==> src/rtl/td4_run_ctrl_if.sv <==
// Control/status bundle between board controls, the TD4 core REGS stage and td4_run_ctrl.
// master = board/core side, slave = the run controller.
interface td4_run_ctrl_if;
  logic        start_i;
  logic        stop_i;
  logic        step_i;
  logic        brk_en_i;
  logic [3:0]  brk_ip_i;
  logic [3:0]  cur_ip_i;
  logic        exec_en_o;
  logic [1:0]  state_o;
  logic        halted_o;
  logic [15:0] insn_cnt_o;

  modport master (
    output start_i, stop_i, step_i, brk_en_i, brk_ip_i, cur_ip_i,
    input  exec_en_o, state_o, halted_o, insn_cnt_o
  );

  modport slave (
    input  start_i, stop_i, step_i, brk_en_i, brk_ip_i, cur_ip_i,
    output exec_en_o, state_o, halted_o, insn_cnt_o
  );
endinterface

==> src/rtl/td4_run_ctrl.sv <==
// Run/halt/single-step sequencer producing the TD4 core's one-cycle execute enable.
// Optional instruction counter: define TD4_RUN_CTRL_INSN_CNT_EN.
module td4_run_ctrl #(
  parameter int unsigned DIV   = 4,
  parameter int unsigned DIV_W = 16
) (
  input  logic         clk,
  input  logic         rst,
  td4_run_ctrl_if.slave bus
);

  localparam logic [1:0] ST_HALT  = 2'd0;
  localparam logic [1:0] ST_RUN   = 2'd1;
  localparam logic [1:0] ST_STEP  = 2'd2;
  localparam logic [1:0] ST_BREAK = 2'd3;

  localparam logic [DIV_W-1:0] PRESC_LAST = DIV_W'(DIV - 1);

  logic [1:0]       state_q, state_d;
  logic             exec_q, exec_d;
  logic             halted_q, halted_d;
  logic             first_q, first_d;
  logic [DIV_W-1:0] presc_q, presc_d;
  logic             wrap;
  logic             brk_hit;

  assign wrap    = (presc_q == PRESC_LAST);
  // The first exec after a start is exempt so a breakpointed instruction can be resumed.
  assign brk_hit = bus.brk_en_i && (bus.cur_ip_i == bus.brk_ip_i) && !first_q;

  always_comb begin
    state_d = state_q;
    exec_d  = 1'b0;
    first_d = first_q;
    presc_d = presc_q;
    case (state_q)
      ST_HALT, ST_BREAK: begin
        if (bus.start_i) begin
          state_d = ST_RUN;
          presc_d = '0;
          first_d = 1'b1;
        end else if (bus.step_i) begin
          state_d = ST_STEP;
        end else if (bus.stop_i && (state_q == ST_BREAK)) begin
          state_d = ST_HALT;
        end
      end
      ST_RUN: begin
        presc_d = wrap ? '0 : presc_q + DIV_W'(1);
        if (bus.stop_i) begin
          state_d = ST_HALT;
        end else if (wrap) begin
          if (brk_hit) begin
            state_d = ST_BREAK;
          end else begin
            exec_d  = 1'b1;
            first_d = 1'b0;
          end
        end
      end
      ST_STEP: begin
        // Two-cycle visit: pulse on the first cycle, return to HALT on the second.
        if (exec_q) state_d = ST_HALT;
        else        exec_d  = 1'b1;
      end
      default: state_d = ST_HALT;
    endcase
    halted_d = (state_d == ST_HALT) || (state_d == ST_BREAK);
  end

  always_ff @(posedge clk) begin
    if (rst) begin
      state_q  <= ST_HALT;
      exec_q   <= 1'b0;
      halted_q <= 1'b1;
      first_q  <= 1'b0;
      presc_q  <= '0;
    end else begin
      state_q  <= state_d;
      exec_q   <= exec_d;
      halted_q <= halted_d;
      first_q  <= first_d;
      presc_q  <= presc_d;
    end
  end

  assign bus.exec_en_o = exec_q;
  assign bus.state_o   = state_q;
  assign bus.halted_o  = halted_q;

`ifdef TD4_RUN_CTRL_INSN_CNT_EN
  logic [15:0] cnt_q, cnt_d;

  assign cnt_d = cnt_q + {15'd0, exec_q};

  always_ff @(posedge clk) begin
    if (rst) cnt_q <= '0;
    else     cnt_q <= cnt_d;
  end

  assign bus.insn_cnt_o = cnt_q;
`else
  assign bus.insn_cnt_o = 16'h0000;
`endif

endmodule

==> src/flat_wrapper.sv <==
// flat-port wrapper written by rule: the top's interface ports become plain ports
module td4_run_ctrl_flat 
#(
  parameter int unsigned DIV   = 4,
  parameter int unsigned DIV_W = 16
)
  (clk, rst, bus_start_i, bus_stop_i, bus_step_i, bus_brk_en_i, bus_brk_ip_i, bus_cur_ip_i, bus_exec_en_o, bus_state_o, bus_halted_o, bus_insn_cnt_o);
  td4_run_ctrl_if bus_i ();
  input  logic clk;
  input  logic rst;
  input wire logic [$bits(bus_i.start_i)-1:0] bus_start_i;
  input wire logic [$bits(bus_i.stop_i)-1:0] bus_stop_i;
  input wire logic [$bits(bus_i.step_i)-1:0] bus_step_i;
  input wire logic [$bits(bus_i.brk_en_i)-1:0] bus_brk_en_i;
  input wire logic [$bits(bus_i.brk_ip_i)-1:0] bus_brk_ip_i;
  input wire logic [$bits(bus_i.cur_ip_i)-1:0] bus_cur_ip_i;
  output wire logic [$bits(bus_i.exec_en_o)-1:0] bus_exec_en_o;
  output wire logic [$bits(bus_i.state_o)-1:0] bus_state_o;
  output wire logic [$bits(bus_i.halted_o)-1:0] bus_halted_o;
  output wire logic [$bits(bus_i.insn_cnt_o)-1:0] bus_insn_cnt_o;
  assign bus_i.start_i = bus_start_i;
  assign bus_i.stop_i = bus_stop_i;
  assign bus_i.step_i = bus_step_i;
  assign bus_i.brk_en_i = bus_brk_en_i;
  assign bus_i.brk_ip_i = bus_brk_ip_i;
  assign bus_i.cur_ip_i = bus_cur_ip_i;
  assign bus_exec_en_o = bus_i.exec_en_o;
  assign bus_state_o = bus_i.state_o;
  assign bus_halted_o = bus_i.halted_o;
  assign bus_insn_cnt_o = bus_i.insn_cnt_o;
  td4_run_ctrl #(.DIV(DIV), .DIV_W(DIV_W)) u_core (.clk(clk), .rst(rst), .bus(bus_i));
endmodule
==> config.mk <==
export PLATFORM = sky130hd
export DESIGN_NAME = td4_run_ctrl_flat
export DESIGN_NICKNAME = d
export VERILOG_FILES = /design/src/rtl/td4_run_ctrl_if.sv /design/src/rtl/td4_run_ctrl.sv /design/src/flat_wrapper.sv
export SDC_FILE = /design/constraint.sdc
export NUM_CORES = 1
export LEC_CHECK = 0
export ABC_AREA = 1
export CAP_MARGIN = 25
export CORE_MARGIN = 4
export CORE_UTILIZATION = 35
export CTS_CLUSTER_SIZE = 28
export DETAILED_ROUTE_END_ITERATION = 16
export DONT_BUFFER_PORTS = 1
export SYNTH_ARGS = -nofsm -noshare
export SYNTH_HDL_FRONTEND = slang
export SYNTH_SLANG_ARGS = --single-unit
==> constraint.sdc <==
create_clock -name clk -period 4.9 [get_ports clk]
set_input_delay 0.735 -clock clk [delete_from_list [all_inputs] [get_ports clk]]
set_output_delay 0.735 -clock clk [all_outputs]
set_load 0.02 [all_outputs]
==> out/metrics.cfg, run 1 <==
[place]
dp_hpwl_um=1980
place_ws_ns=2.79
port_buffers=0
dp_cells=248
gp_congestion=0.793
placed_cell_area_um2=1410

[setup_path]
crit_family=compound AO/OA/AOI/OAI gates
crit_start=u_core.bus.state_o[0]$_SDFF_PP0_
crit_required_ns=5.10
r2r.worst_path.cells=9
cpMaxStageDelayCell=dfxtp_1
critPathKind=reg2reg
cp.depth=9
max_stage_delay_ns=0.55
path_cells=inv_1, ha_1, o21ai_2, inv_4, nand2_2, nand2_2, inv_2, o21ai_1, a21oi_1
end_kind=register
crit_path_frequent_cell=nand2_2
cp_max_fo=13
path_buf_inv=3
arrival_ns=2.32
rr_startpoint=u_core.bus.state_o[0]$_SDFF_PP0_
startpoint_type=register

[clocking]
cts_hold_buf=0
cts_buffers=3
cts.sinks=21
cts_root_buf=clkbuf_8
htreeDepth=1
cts_buffer_depth=2
postCtsSetupBuffers=0
cts_tree=done
postCtsResizedCells=0
path_clk_slew_ns=0.08
clock_latency_ns=0.26

[drt]
met2WireLength_um=1040
top_layer=met4
drt_iter0_markers=26
firstDrtPassIters=4
wl_met3_um=117
vias_per_cell=4.26
finalWirelength_um=2470
num_vias=1074
ant_nets=0
wl_met1_um=1250
routedWlPerCell_um=9.79
drc_errors=0

[die]
die_height_um=71.8
core_area_um2=3800
start_util_pct=37.5
ios=34
rows=22
die_x_um=71.8
die-area_um2=5160

[timing]
period_share_pct=43.3
rsz0062_at_grt=false
setup_viol_count_final=0
fmax_mhz=471
fin_ws_ns=2.78
final_hold_viol_count=0
skew_ns=0.00218
finalMaxSlewViolations=0
final.setup.tns_ns=0
min_period_ns=2.12

[layout]
drive_gt1_share_pct=13.7
area_growth_syn_to_layout_pct=2.11
nets=223
antenna_cells=0
fillers=402
design_area_um2=1460
finalNonFillerCells=252

[synth]
synth.top_cell.area_share_pct=29.5
synth_edf_count=0
syn_avg_cell_area_um2=7.06
yosysUniqueCellTypes=33
yosys_most_used_dff=dfxtp_1
netlist_area_um2=1430
synthTopCellsByCount=nand2_1, inv_1, nor2_1
synth_seq_cells=21
yosysTopAreaCell=dfxtp_1
synthCells=202
ys_top_cells_by_area=dfxtp_1, nand2_1, buf_4
yosysSeqAreaShare_pct=29.5
yosysMostFrequentCell=nand2_1
ys_async_sr_fraction_pct=0
yosysWarnings=0

[global_route]
grt_use_total_pct=9.86
first_global_vias=945
antenna_found_initial=0
grt_pass1_wl_um=4130
gr-total-overflow=0
grt_max_degree=14

[min_path]
holdCritStartpoint=u_core.presc_q[14]$_SDFFE_PP0P_
whs_path_depth=1
hold_path_class=reg2reg

[pwr]
power_density_nw_per_um2=270
irDropWorstVdd_mv=0.174
power.leakage_uw=0.000800

[status]
status=finished, final reports clean

[job]
maxCapViolations=0

-- registers in the layout (all words and copies together), names as in the netlist --
register / count
u_core.presc_q: 16
u_core.bus.exec_en_o: 1
u_core.bus.state_o: 2
u_core.first_q: 1
u_core.bus.halted_o: 1
-- kinds of logic after synthesis --
| family | count (synthesis) | share of synthesized area (%) |
|---|---|---|
| compound gates | 21 | 8.33 |
| xor+xnor | 2 | 1.23 |
| fa+ha+maj | 4 | 3.51 |
| buf+inv | 49 | 17.8 |
| flops | 21 | 29.5 |
| other cells | 1 | 0.263 |
| simple gates | 104 | 39.4 |
-- placed cells by master (no fill, tap or decap) --
cell type	instances
dfxtp_1	21
nand2_2	4
nand3_2	1
nor3_4	3
clkbuf_8	3
nand4_1	1
nor3_2	1
nor2_1	29
inv_1	30
or2_2	3
inv_4	1
nor3b_2	2
nor3_1	4
o21a_1	1
nand2_1	42
o21ai_0	3
o21ai_2	1
nor2_4	2
or2_1	1
inv_2	1
nand2_4	4
o21ai_1	2
ha_1	4
a211oi_1	1
a221oi_1	1
nand4_2	1
conb_1	16
a21oi_1	11
nor2_8	1
nand3_1	5
a31oi_1	1
clkbuf_1	1
xor2_1	2
-- per-layer routing --
| layer | up-vias | GRT usage (%) |
|---|---|---|
| met5 | - | 0 |
| met4 | 0 | 5.01 |
| met3 | 5 | 1.26 |
| met2 | 24 | 15.0 |
| met1 | 450 | 13.6 |
| li1 | 595 | - |
-- report_power, final --
group,internal (µW),switching (µW)
logic,25.3,59.3
clock network,58.0,56.6
registers,180,13.3
-- worst register-to-register path, stage by stage, from the launching register on --
cell and delay, ns:
dfxtp_1 0.55, inv_1 0.08, ha_1 0.37, o21ai_2 0.38, inv_4 0.10, nand2_2 0.09, nand2_2 0.18, inv_2 0.14
o21ai_1 0.07, a21oi_1 0.11
-- per-stage QoR --
stage | power [µW] | utilization, % | hold WS, ns
2_1_floorplan | 281 | - | 0.457
3_3_place_gp | 282 | 37.2 | 0.480
3_5_place_dp | 282 | 37.2 | 0.479
4_1_cts | 399 | 38.3 | 0.497
5_1_grt | 417 | 38.3 | 0.530
6_report | 393 | 38.3 | 0.493
-- final cells by class --
class | count | area [µm²] | area share, %
multi-input combinational | 147 | 808 | 55.5
clock buffer | 4 | 45.0 | 3.09
tap | 48 | 60.1 | 4.12
sequential | 21 | 420 | 28.9
inverter | 32 | 123 | 8.42
-- final timing paths --
check	to	slack, ns
min	u_core.presc_q[14]$_SDFFE_PP0P_	0.49
max reg2reg	u_core.presc_q[8]$_SDFFE_PP0P_	2.78
min reg2reg	u_core.presc_q[14]$_SDFFE_PP0P_	0.49
max	u_core.presc_q[8]$_SDFFE_PP0P_	2.78
Note: power is estimated with default switching activity, not from simulation.
==> run 2, diff against run 1 <==
--- a/config.mk
+++ b/config.mk
@@ -5,7 +5,7 @@
 export SDC_FILE = /design/constraint.sdc
 export NUM_CORES = 1
 export LEC_CHECK = 0
-export ABC_AREA = 1
+export ABC_AREA = 0
 export CAP_MARGIN = 25
 export CORE_MARGIN = 4
 export CORE_UTILIZATION = 35
==> constraint.sdc (replaced) <==
create_clock -name clk -period 1.85 [get_ports clk]
set_input_delay 0.2775 -clock clk [delete_from_list [all_inputs] [get_ports clk]]
set_output_delay 0.2775 -clock clk [all_outputs]
set_load 0.02 [all_outputs]
==> run 2 against run 1 <==
  * Total power rose to 2.5 times the previous value
  * Setup slack got worse by 2.7 ns
  * Cell count shrank 21%
  * Non-clock buffer count rose by 11
==> out/metrics.cfg, run 2 <==
[status]
status=finished, final reports clean

[pwr]
power_uw=990  ; +150%
power.leakage_uw=0.000547  ; -32%
power_density_nw_per_um2=740  ; +170%
irDropWorstVdd_mv=0.334  ; +92%

[die]
die_height_um=66.9  ; -6.9%
core_area_um2=3340  ; -12%
die_x_um=66.9  ; -6.9%
rows=21  ; -4.5%
die-area_um2=4470  ; -13%
ios=34  ; unchanged
start_util_pct=36.4  ; -1.2 points

[setup_path]
r2r_slack_ns=0.09  ; -2.68 ns
r2r.worst_path.cells=9  ; unchanged
timing.rr.end=u_core.bus.halted_o$_SDFF_PP1_
cp_max_fo=4  ; -9
crit_end=u_core.bus.halted_o$_SDFF_PP1_
crit_required_ns=2.06  ; -3.04 ns
crit_start=u_core.bus.state_o[0]$_SDFF_PP0_
critPathKind=reg2reg
end_kind=register
arrival_ns=1.97  ; -0.35 ns
startpoint_type=register
rr_startpoint=u_core.bus.state_o[0]$_SDFF_PP0_

[global_route]
grt_pass1_wl_um=3910  ; -5.5%
gr-total-overflow=0  ; unchanged
first_global_vias=922  ; -2.4%
grt_use_total_pct=11.3  ; +1.4 points
grt_max_degree=17  ; +3
antenna_found_initial=0  ; unchanged

[drt]
ant_nets=0  ; unchanged
drt_iter0_markers=23  ; -12%
finalWirelength_um=2360  ; -4.5%
routedWlPerCell_um=11.8  ; +20%
num_vias=922  ; -14%
firstDrtPassIters=4  ; unchanged
drc_errors=0  ; unchanged
vias_per_cell=4.61  ; +8.2%

[synth]
synthCells=141  ; -30%
yosysWarnings=0  ; unchanged
synth_edf_count=0  ; unchanged
yosysSeqAreaShare_pct=34.6  ; +5.2 points
synthTopCellsByCount=nor2_1, dfxtp_1, buf_4
netlist_area_um2=1210  ; -15%
synth_seq_cells=21  ; unchanged
ys_top_cells_by_area=dfxtp_1, buf_4, xor2_1
synth.top_cell.area_share_pct=34.6  ; +5.2 points
yosysMostFrequentCell=nor2_1
yosys_most_used_dff=dfxtp_1
syn_avg_cell_area_um2=8.61  ; +22%
yosysUniqueCellTypes=37  ; +12%
ys_async_sr_fraction_pct=0  ; unchanged
yosysTopAreaCell=dfxtp_1

[timing]
fmax_mhz=569  ; +21%
final.setup.tns_ns=0  ; unchanged
skew_ns=0.00416  ; +0.00198 ns
finalMaxSlewViolations=0  ; unchanged
rsz0062_at_grt=false
min_period_ns=1.76  ; -0.366 ns
fin_ws_ns=0.0933  ; -2.68 ns
period_share_pct=95.0  ; +52 points
final_hold_viol_count=0  ; unchanged
setup_viol_count_final=0  ; unchanged

[clocking]
cts_buffers=3  ; unchanged
cts_buffer_depth=2  ; unchanged
htreeDepth=1  ; unchanged
cts_root_buf=clkbuf_4
clock_latency_ns=0.31  ; +0.05 ns
cts.sinks=21  ; unchanged
cts_tree=done
path_clk_slew_ns=0.11  ; +0.03 ns

[min_path]
hold_path_class=in2reg
holdCritStartpoint=rst

[place]
place_ws_ns=0.0349  ; -2.75 ns
dp_hpwl_um=1830  ; -7.5%
gp_congestion=0.747  ; -5.8%
port_buffers=0  ; unchanged

[layout]
largest_register=u_core.presc_q
largest_reg_flops=16  ; unchanged
layout_commonest_cell=nor2_1
area_growth_syn_to_layout_pct=10.2
fillers=361  ; -10%
nets=173  ; -22%
layout_common_cells=nor2_1, dfxtp_1, conb_1, xor2_1, buf_4
drive_gt1_share_pct=17.5  ; +3.8 points
antenna_cells=0  ; unchanged

[job]
maxCapViolations=0  ; unchanged

run 2: cell count changes after synthesis, moves of 4 or more:
cell,previous run,this run
inv_1,30,8
nand2_2,4,0
nand3_1,5,1
nand2_1,42,9
nor2_1,29,22
a21oi_1,11,4
xnor2_1,0,5
nand2_4,4,0
xor2_1,2,12
run 2: cell families (layout without fill, tap and decap cells):
kind of cell,after synthesis,after routing,synth area share [%]
adder cells (fa/ha/maj),4,4,4.12
AND/OR/NAND/NOR,58,58,26.1
multiplexers,2,2,2.06
AO/OA/AOI/OAI,13,13,7.73
flip-flops,21,21,34.6
buffers and inverters,25,23,12.8
other,1,16,0.309
XOR/XNOR,17,17,12.3
run 2: cell type report:
type                    count  area [µm²]  area share (%)
flip-flops and latches     21         425            31.8
well taps                  46        57.6            4.30
clock buffers               4        26.3            1.96
inverters                   8        30.0            2.25
repair buffers             11        85.1            6.36
multi-input cells         110         713            53.3
run 2: what timing repair did:
item                                    in CTS  in global routing
endpoints found under the setup margin       0                  5
hold buffers                                 0                  1
buffers inserted                             0                  3
endpoints found under the hold margin        0                  3
resized for setup                            0                  2
run 2: power by group:
group / internal, µW / leakage [µW] / switching, µW
combinational: 111 / 0.000361 / 155
clock: 84.2 / 0.0000150 / 140
sequential: 477 / 0.000171 / 23.0
run 2: through the flow:
| stage | instances | hold WS, ns | cell area (µm²) | utilization (%) |
|---|---|---|---|---|
| after CTS | 196 | 0.00485 | 1300 | 38.9 |
| after global routing | 200 | 0.00193 | 1340 | 40.1 |
| final | 200 | 0.0315 | 1340 | 40.1 |
| after global placement | 192 | 0.342 | 1270 | 38.1 |
| after detailed placement | 192 | 0.347 | 1270 | 38.1 |
| after floorplan | 156 | 0.340 | 1290 | - |
run 2: layer usage:
metal / up-vias / wire length [µm] / track usage (%)
met2: 27 / 1210 / 20.3
li1: 465 / - / -
met3: 5 / 150 / 5.40
met4: 0 / 27 / 2.28
met5: - / 0 / 0
met1: 425 / 964 / 11.9
run 2: worst min-delay path by stage:
stage                                        to  slack [ns]  cells after the start
6_report            u_core.first_q$_SDFFE_PP0P_        0.03                      1
5_1_grt             u_core.first_q$_SDFFE_PP0P_       0.002                      1
3_5_place_dp   u_core.bus.state_o[1]$_SDFF_PP0_        0.35                      1
2_1_floorplan  u_core.bus.state_o[0]$_SDFF_PP0_        0.34                      1
3_3_place_gp   u_core.bus.state_o[0]$_SDFF_PP0_        0.34                      1
4_1_cts        u_core.bus.state_o[1]$_SDFF_PP0_       0.005                      1
run 2: worst max-delay path, cell delays in order (launching register included):
cell	delay, ns
dfxtp_4	0.37
inv_2	0.04
ha_4	0.27
buf_4	0.12
nand2b_1	0.07
a31oi_1	0.21
nor3_1	0.07
a2bb2oi_1	0.27
xor2_1	0.17
nand2b_1	0.06
==> run 3, diff against run 2 <==
==> constraint.sdc (replaced) <==
create_clock -name clk -period 1.85 [get_ports clk]
set_input_delay 0.37 -clock clk [delete_from_list [all_inputs] [get_ports clk]]
set_output_delay 0.37 -clock clk [all_outputs]
set_load 0.02 [all_outputs]
==> run 3 against run 2 <==
  * First-iteration DRC count grew 8.7%
  * Combinational power is essentially flat
  * Highest routed layer unchanged
  * Utilization shrank 0.30 points
  * Global-route usage is the same
  * Register-to-register slack is essentially flat
  * Count of clock-buffer cells in the layout is the same
  * Largest power group unchanged
==> out/metrics.cfg, run 3 (same netlist as run 2, synthesis figures left out) <==
[global_route]
first_global_vias=922  ; unchanged
grt_max_degree=17  ; unchanged
grt_pass1_wl_um=3910  ; unchanged
antenna_found_initial=0  ; unchanged
met1_usage_pct=11.9  ; unchanged
gr-total-overflow=0  ; unchanged
grt_use_total_pct=11.3  ; unchanged
use_met3_pct=5.40  ; unchanged
top_usage_layer=met2
gr-usage-met2_pct=20.3  ; unchanged

[timing]
min_period_ns=1.76  ; -0.00108 ns
period_share_pct=94.9  ; about the same
final.setup.tns_ns=0  ; unchanged
rsz0062_at_grt=false
skew_ns=0.00435  ; +0.000186 ns
fmax_mhz=570  ; about the same
setup_viol_count_final=0  ; unchanged
finalMaxSlewViolations=0  ; unchanged
final_hold_viol_count=0  ; unchanged

[setup_path]
critPathKind=reg2reg
rr_startpoint=u_core.bus.state_o[0]$_SDFF_PP0_
timing.rr.end=u_core.bus.halted_o$_SDFF_PP1_
r2r_slack_ns=0.09  ; about the same
startpoint_type=register
end_kind=register
arrival_ns=1.97  ; about the same
cp_max_fo=4  ; unchanged
crit_required_ns=2.06  ; about the same
r2r.worst_path.cells=9  ; unchanged

[place]
gp_congestion=0.747  ; unchanged
dp_hpwl_um=1830  ; unchanged
port_buffers=0  ; unchanged
placed_cell_area_um2=1270  ; unchanged

[die]
die-area_um2=4470  ; unchanged
die_height_um=66.9  ; unchanged
die_x_um=66.9  ; unchanged
start_util_pct=36.4  ; unchanged
core_area_um2=3340  ; unchanged
ios=34  ; unchanged
rows=21  ; unchanged

[layout]
multi_input_area_um2=713  ; unchanged
nets=172  ; -0.58%
area_growth_syn_to_layout_pct=9.38
fillers=362  ; +0.28%
design_area_um2=1330  ; -0.75%
largest_register=u_core.presc_q
drive_gt1_share_pct=17.6  ; +0.11 points
regArea_um2=425  ; unchanged
layout_commonest_cell=nor2_1
largest_reg_flops=16  ; unchanged
layout_common_cells=nor2_1, dfxtp_1, conb_1, xor2_1, buf_4
antenna_cells=0  ; unchanged

[clocking]
path_clk_slew_ns=0.11  ; about the same
cts_root_buf=clkbuf_4
cts_tree=done
htreeDepth=1  ; unchanged
cts_hold_buf=0  ; unchanged
cts.sinks=21  ; unchanged
cts_buffers=3  ; unchanged
cts_buffer_depth=2  ; unchanged
clock_latency_ns=0.31  ; about the same

[min_path]
worstHoldEndpoint=u_core.bus.state_o[1]$_SDFF_PP0_
whs_path_depth=1  ; unchanged
holdCritStartpoint=rst
hold_path_class=in2reg

[pwr]
power_density_nw_per_um2=744  ; +0.46%
power.leakage_uw=0.000543  ; -0.76%
power_uw=988  ; -0.29%
irDropWorstVdd_mv=0.333  ; -0.34%

[drt]
firstDrtPassIters=4  ; unchanged
drt_iter0_markers=25  ; +8.7%
drc_errors=0  ; unchanged
num_vias=916  ; -0.65%
ant_nets=0  ; unchanged
vias_per_cell=4.60  ; -0.15%
finalWirelength_um=2330  ; -1.2%
routedWlPerCell_um=11.7  ; -0.69%

[status]
status=finished, final reports clean

[job]
maxCapViolations=0  ; unchanged

==> run 3: cell types whose count changed in the layout (fill, tap and decap cells not counted), sizes merged <==
cell	before	now
dlygate4sd3	1	0
==> run 3: layout make-up <==
type | instances | share of cell area [%]
multi-input combinational | 110 | 53.7
tap | 46 | 4.34
inverter | 8 | 2.26
clock buffer | 4 | 1.98
sequential | 21 | 32.0
timing repair buffer | 10 | 5.66
==> run 3: where the power goes <==
part / switching [µW] / internal, µW / leakage (µW)
combinational: 154 / 110 / 0.000356
sequential: 22.9 / 477 / 0.000171
clock: 140 / 84.2 / 0.0000150
total: 317 / 671 / 0.000543
==> run 3: how the worst max path moves through the flow <==
| stage | end | from | slack, ns | depth (start not counted) |
|---|---|---|---|---|
| floorplan | u_core.presc_q[12]$_SDFFE_PP0P_ | u_core.bus.state_o[0]$_SDFF_PP0_ | 0.03 | 8 |
| global placement | u_core.presc_q[12]$_SDFFE_PP0P_ | u_core.bus.state_o[0]$_SDFF_PP0_ | 0.1 | 8 |
| detailed placement | u_core.presc_q[12]$_SDFFE_PP0P_ | u_core.bus.state_o[0]$_SDFF_PP0_ | 0.03 | 8 |
| CTS | u_core.presc_q[12]$_SDFFE_PP0P_ | u_core.bus.state_o[0]$_SDFF_PP0_ | 0.02 | 8 |
| global route | u_core.presc_q[14]$_SDFFE_PP0P_ | u_core.bus.state_o[0]$_SDFF_PP0_ | 0.01 | 8 |
| finish | u_core.bus.halted_o$_SDFF_PP1_ | u_core.bus.state_o[0]$_SDFF_PP0_ | 0.09 | 9 |
==> run 3: through the flow <==
stage / hold slack, ns / worst slack, ns / cells / util (%)
2_1_floorplan: 0.433 / 0.0303 / 156 / -
3_3_place_gp: 0.434 / 0.0978 / 192 / 38.1
3_5_place_dp: 0.439 / 0.0349 / 192 / 38.1
4_1_cts: 0.0973 / 0.0181 / 196 / 38.9
5_1_grt: 0.0771 / 0.0109 / 199 / 39.8
6_report: 0.110 / 0.0943 / 199 / 39.8
==> run 3: what timing repair did <==
action                                  CTS  global route
endpoints found under the setup margin    0             5
endpoints found under the hold margin     0             0
buffers inserted                          0             3
resized for setup                         0             2
==> run 3: worst max-delay path: stages, from the launching register on <==
cell       delay, ns
dfxtp_4         0.37
inv_2           0.04
ha_4            0.27
buf_4           0.12
nand2b_1        0.07
a31oi_1         0.21
nor3_1          0.07
a2bb2oi_1       0.27
xor2_1          0.17
nand2b_1        0.06
==> run 3: metal layers <==
| metal | part of all wire, % | wire length [µm] |
|---|---|---|
| met1 | 41 | 957 |
| met2 | 51 | 1190 |
| met3 | 6.7 | 156 |
| met4 | 1.2 | 27 |
| met5 | 0 | 0 |
